`src/rtl/rr_grant_arbiter_pkg.sv`:
```
// Shared sizing constants and FSM state encoding for the round-robin grant arbiter.
package rr_grant_arbiter_pkg;

    localparam int unsigned N        = 32;
    localparam int unsigned IDXW     = 5;
    localparam int unsigned MAX_HOLD = 16;

    typedef enum logic {
        StIdle  = 1'b0,
        StGrant = 1'b1
    } state_e;

endpackage

```
`src/rtl/rr_grant_arbiter_if.sv`:
```
// Request/grant bundle between the requesters (master) and the arbiter (slave).
interface rr_grant_arbiter_if;
    import rr_grant_arbiter_pkg::*;

    logic [N-1:0]    req;
    logic            done;
    logic [N-1:0]    gnt;
    logic [IDXW-1:0] gnt_idx;
    logic            gnt_valid;
    logic            timeout;

    modport master (
        output req, done,
        input  gnt, gnt_idx, gnt_valid, timeout
    );

    modport slave (
        input  req, done,
        output gnt, gnt_idx, gnt_valid, timeout
    );

endinterface

```
`src/rtl/rr_grant_arbiter_onehot_dec5.sv`:
```
// Combinational 5-to-32 one-hot decoder used to form the grant vector from the holder index.
module onehot_dec5
    import rr_grant_arbiter_pkg::*;
(
    input  logic [IDXW-1:0] idx_i,
    output logic [N-1:0]    onehot_o
);

    assign onehot_o = N'(1) << idx_i;

endmodule

```
`src/rtl/rr_grant_arbiter.sv`:
```
// Round-robin arbiter: one holder at a time, released by done, request drop or hold timeout.
module rr_grant_arbiter
    import rr_grant_arbiter_pkg::*;
#(
    parameter int unsigned MaxHold = MAX_HOLD
) (
    input logic                clk,
    input logic                rst,
    rr_grant_arbiter_if.slave  bus
);

    localparam logic [7:0] HoldLast = 8'(MaxHold - 1);

    state_e          state_q, state_d;
    logic [IDXW-1:0] ptr_q, ptr_d;
    logic [IDXW-1:0] idx_q, idx_d;
    logic [7:0]      hold_cnt_q, hold_cnt_d;
    logic            timeout_q, timeout_d;

    logic [N-1:0]    rot;
    logic [IDXW-1:0] off;
    logic [IDXW-1:0] winner;
    logic [N-1:0]    dec;

    // Rotate so ptr lands at bit 0; lowest set bit of rot is the winner's offset from ptr.
    always_comb begin
        rot = N'({bus.req, bus.req} >> ptr_q);
        off = '0;
        for (int i = N - 1; i >= 0; i--) begin
            if (rot[i]) off = IDXW'(i);
        end
        winner = off + ptr_q;
    end

    always_comb begin
        state_d    = state_q;
        ptr_d      = ptr_q;
        idx_d      = idx_q;
        hold_cnt_d = hold_cnt_q;
        timeout_d  = 1'b0;
        unique case (state_q)
            StIdle: begin
                if (|bus.req) begin
                    state_d    = StGrant;
                    idx_d      = winner;
                    hold_cnt_d = '0;
                end
            end
            StGrant: begin
                hold_cnt_d = hold_cnt_q + 8'd1;
                if (bus.done || !bus.req[idx_q] || hold_cnt_q == HoldLast) begin
                    state_d    = StIdle;
                    idx_d      = '0;
                    hold_cnt_d = '0;
                    ptr_d      = idx_q + IDXW'(1);
                    // done and a dropped request both take priority over the forced release.
                    timeout_d  = !bus.done && bus.req[idx_q];
                end
            end
        endcase
    end

    always_ff @(posedge clk) begin
        if (rst) begin
            state_q    <= StIdle;
            ptr_q      <= '0;
            idx_q      <= '0;
            hold_cnt_q <= '0;
            timeout_q  <= 1'b0;
        end else begin
            state_q    <= state_d;
            ptr_q      <= ptr_d;
            idx_q      <= idx_d;
            hold_cnt_q <= hold_cnt_d;
            timeout_q  <= timeout_d;
        end
    end

    onehot_dec5 u_dec (
        .idx_i    (idx_q),
        .onehot_o (dec)
    );

    assign bus.gnt_valid = (state_q == StGrant);
    assign bus.gnt_idx   = idx_q;
    assign bus.gnt       = dec & {N{bus.gnt_valid}};
    assign bus.timeout   = timeout_q;

endmodule

```
`src/flat_wrapper.sv`:
```
// flat-port wrapper written by rule: the top's interface ports become plain ports
module rr_grant_arbiter_flat import rr_grant_arbiter_pkg::*;
#(
    parameter int unsigned MaxHold = MAX_HOLD
)
  (clk, rst, bus_req, bus_done, bus_gnt, bus_gnt_idx, bus_gnt_valid, bus_timeout);
  rr_grant_arbiter_if bus_i ();
  input logic clk;
  input logic rst;
  input wire logic [$bits(bus_i.req)-1:0] bus_req;
  input wire logic [$bits(bus_i.done)-1:0] bus_done;
  output wire logic [$bits(bus_i.gnt)-1:0] bus_gnt;
  output wire logic [$bits(bus_i.gnt_idx)-1:0] bus_gnt_idx;
  output wire logic [$bits(bus_i.gnt_valid)-1:0] bus_gnt_valid;
  output wire logic [$bits(bus_i.timeout)-1:0] bus_timeout;
  assign bus_i.req = bus_req;
  assign bus_i.done = bus_done;
  assign bus_gnt = bus_i.gnt;
  assign bus_gnt_idx = bus_i.gnt_idx;
  assign bus_gnt_valid = bus_i.gnt_valid;
  assign bus_timeout = bus_i.timeout;
  rr_grant_arbiter #(.MaxHold(MaxHold)) u_core (.clk(clk), .rst(rst), .bus(bus_i));
endmodule
```
`config.mk`:
```
export PLATFORM = sky130hd
export DESIGN_NAME = rr_grant_arbiter_flat
export DESIGN_NICKNAME = d
export VERILOG_FILES = /design/src/rtl/rr_grant_arbiter_pkg.sv /design/src/rtl/rr_grant_arbiter_if.sv /design/src/rtl/rr_grant_arbiter_onehot_dec5.sv /design/src/rtl/rr_grant_arbiter.sv /design/src/flat_wrapper.sv
export SDC_FILE = /design/constraint.sdc
export NUM_CORES = 1
export LEC_CHECK = 0
export CORE_ASPECT_RATIO = 1.5
export CORE_MARGIN = 2
export CORE_UTILIZATION = 50
export CTS_CLUSTER_SIZE = 28
export DETAILED_ROUTE_END_ITERATION = 16
export GPL_ROUTABILITY_DRIVEN = 0
export PLACE_DENSITY = 0.73
export SYNTH_ARGS = -nofsm -noshare
export SYNTH_HDL_FRONTEND = slang
export SYNTH_HIERARCHICAL = 1
export SYNTH_SLANG_ARGS = --single-unit
```
`constraint.sdc`:
```
create_clock -name clk -period 6.72 [get_ports clk]
set_clock_uncertainty 0.2 [all_clocks]
set_input_delay 1.008 -clock clk [delete_from_list [all_inputs] [get_ports clk]]
set_output_delay 1.008 -clock clk [all_outputs]
set_load 0.005 [all_outputs]
```
==> flow_metrics.env <==
export IMPL_required_ps=6720
export IMPL_clkSinkCount=20
export IMPL_syn_inst=563
export IMPL_dp_cells=734
export IMPL_synth_ff_type="dfxtp_1"
export IMPL_yosysTopAreaCell="mux4_2"
export IMPL_critPathLaunchType="primary input"
export IMPL_dpl_hpwl_microns=13200
export IMPL_min_path_type="reg2reg"
export IMPL_antenna_found_initial=0
export IMPL_power_leakage_nw=2.12
export IMPL_cpPeakStageDelay_ps=710
export IMPL_syn_nets=605
export IMPL_remaining_drc_errors=0
export IMPL_fp_row_count=47
export IMPL_synth_top_cell_area_share_pct=32.1
export IMPL_synth_seq_cells=20
export IMPL_relSlewSlack_pct=31.0
export IMPL_vdd_drop_max_uv=101
export IMPL_worstMarginPinSlew_ps=1030
export IMPL_ys_warnings_count=6
export IMPL_finalMaxSlewViolations=0
export IMPL_overflow=0
export IMPL_drive_above_1_share_pct=21.3
export IMPL_via_count=5458
export IMPL_synth_avg_cell_area_sq_um=9.98
export IMPL_fin_tns_setup_ps=0
export IMPL_rsz0062_at_grt="no"
export IMPL_fin_crit_sh_pct=84.4
export IMPL_via_per_inst=7.40
export IMPL_whs_ps=291
export IMPL_p_per_area_nw_per_um2=221
export IMPL_cts_root_buffer="clkbuf_16"
export IMPL_synth_cell_type_count=64
export IMPL_cp_arrival_ps=5670
export IMPL_multiInputGateArea_sq_um=4840
export IMPL_antenna_cells=0
export IMPL_maxCapViolCount=0
export IMPL_cts_resized=0
export IMPL_worstSetupPathType="in2reg"
export IMPL_max_freq_ghz=0.176
export IMPL_drt_total_wl_microns=17700
export IMPL_io_buffers=73
export IMPL_status="completed"
export IMPL_instances_no_fill=738
export IMPL_floorplan_initialDensity_pct=51.1
export IMPL_synthTopCellsByCount="80 x mux4_2, 71 x nor2_1, 39 x and2_1, 37 x mux2i_1, 29 x clkbuf_1"
export IMPL_layout_nets=634
export IMPL_clk_latency_ps=250
export IMPL_crit_fanout=12
export IMPL_first_global_vias=5218
export IMPL_fill_cells=950
export IMPL_synth_area_leaders="mux4_2 32%, mux4_1 10%, dfxtp_1 7.1%"
export IMPL_cts_tree="built"
export IMPL_track_usage_pct=28.8
export IMPL_die_height_microns=134
export IMPL_fin_util_pct=57.9
export IMPL_syn_cell_area_sq_um=5620
export IMPL_setup_viol=0
export IMPL_dr_pass1_iters=5
export IMPL_cts_setup_buffers=0
export IMPL_die_area_sq_um=12100
export IMPL_post_route_min_period_ps=5670
export IMPL_wl_per_cell_microns=24.0
export IMPL_cp_slowest_cell="clkdlybuf4s50_1"
export IMPL_seqCellArea_sq_um=405
export IMPL_num_io_pins=74
export IMPL_crit_buf_inv=3
export IMPL_yosysMostFrequentCell="mux4_2"
export IMPL_synth_edf_count=0
export IMPL_path_clk_slew_ps=60
export IMPL_fp_dieW_microns=90.6
export IMPL_critPathTopFamily="multiplexers"
export IMPL_core_area_sq_um=11000
export IMPL_drtIter0Drc=464
export IMPL_crit_chain="clkdlybuf4s50_1 > mux4_1 > mux4_2 > mux2i_1 > nand2_1 > o211ai_1 > a21oi_1 > a211oi_1 > o31ai_1 > ha_1 > inv_1 > fa_1 > inv_1 > a21o_1 > a21oi_1 > xnor2_1 > nand2_1 > a311o_1 > nand3_1"
export IMPL_endpoint_kind="flop"
export IMPL_grt_pass1_wl_microns=28100
export IMPL_postCtsHoldBufs=0
export IMPL_hold_violations=0
export IMPL_cts_inserted_buffers=3
export IMPL_drtAntennaViolNets=0
export IMPL_total_power_mw=1.41
export IMPL_async_reset_ff_share_pct=0
export IMPL_synth_seq_area_share_pct=7.13
export IMPL_area_growth_pct=13.4
export IMPL_cts_max_level=1
export IMPL_grt_start_max_net_pins=39
export IMPL_max_clock_path_buffers=2
final cells by class:
cell class                 instances  area share, %
sequential                        20           6.36
inverter                          12          0.707
clock buffer                       4           1.39
multi-input combinational        472           76.0
timing repair buffer              83           12.6
tap                              147           2.89
final timing paths:
kind / startpoint / endpoint / slack, ps / cells past startpoint
hold reg to reg: u_core/hold_cnt_q[7] / u_core/hold_cnt_q[7] / 290 / 1
setup / recovery: bus_req[20] / u_core/bus.gnt_idx[4] / 1050 / 19
hold / removal: u_core/hold_cnt_q[7] / u_core/hold_cnt_q[7] / 290 / 1
setup reg to reg: u_core/ptr_q[1] / u_core/bus.gnt_idx[4] / 1170 / 19
through the flow:
stage / cell area (sq um) / setup WS, ps
final: 6370 / 1050
after global routing: 6370 / 737
after CTS: 6370 / 1110
after detailed placement: 6280 / 825
after global placement: 6280 / 877
after floorplan: 5620 / 1980
cells in the final DEF (no fill, tap or decap), drive strengths merged, types with 14 or more instances in the layout:
cell type,count
clkdlybuf4s50,73
and2,39
nand2,28
nand3,14
mux4,102
mux2,20
mux2i,37
dfxtp,20
nor2,72
a21oi,21
routing by layer:
metal  share of wire, %  track usage (%)  vias up
met3                7.6             3.03       96
met5                  0                0        -
li1                   -                -     2325
met4                6.4             16.2        0
met2                 52             51.1      354
met1                 34             34.0     2683
registers in the layout, summed over array words and instances (netlist names):
register,count
u_core/hold_cnt_q,8
u_core/bus.gnt_valid,1
u_core/bus.timeout,1
u_core/bus.gnt_idx,5
u_core/ptr_q,5
kinds of logic (layout without fill, tap and decap cells):
| family | count (synthesis) | after routing | share of synthesized area, % |
|---|---|---|---|
| AOI/OAI and AO/OA | 81 | 81 | 10.4 |
| and+or+nand+nor | 219 | 219 | 20.2 |
| xor gates and xnor gates | 6 | 6 | 0.935 |
| DFF | 20 | 20 | 7.13 |
| muxes | 159 | 159 | 53.0 |
| buffers and inverters | 71 | 99 | 6.68 |
| adders and majority gates | 7 | 7 | 1.69 |
power by group:
group	total, mW	internal [mW]	switching (mW)
Clock	0.135	0.0908	0.0443
Sequential	0.219	0.133	0.0867
Combinational	1.05	0.527	0.527
Total	1.41	0.750	0.658
No activity file was read; power rests on OpenSTA's default activity.
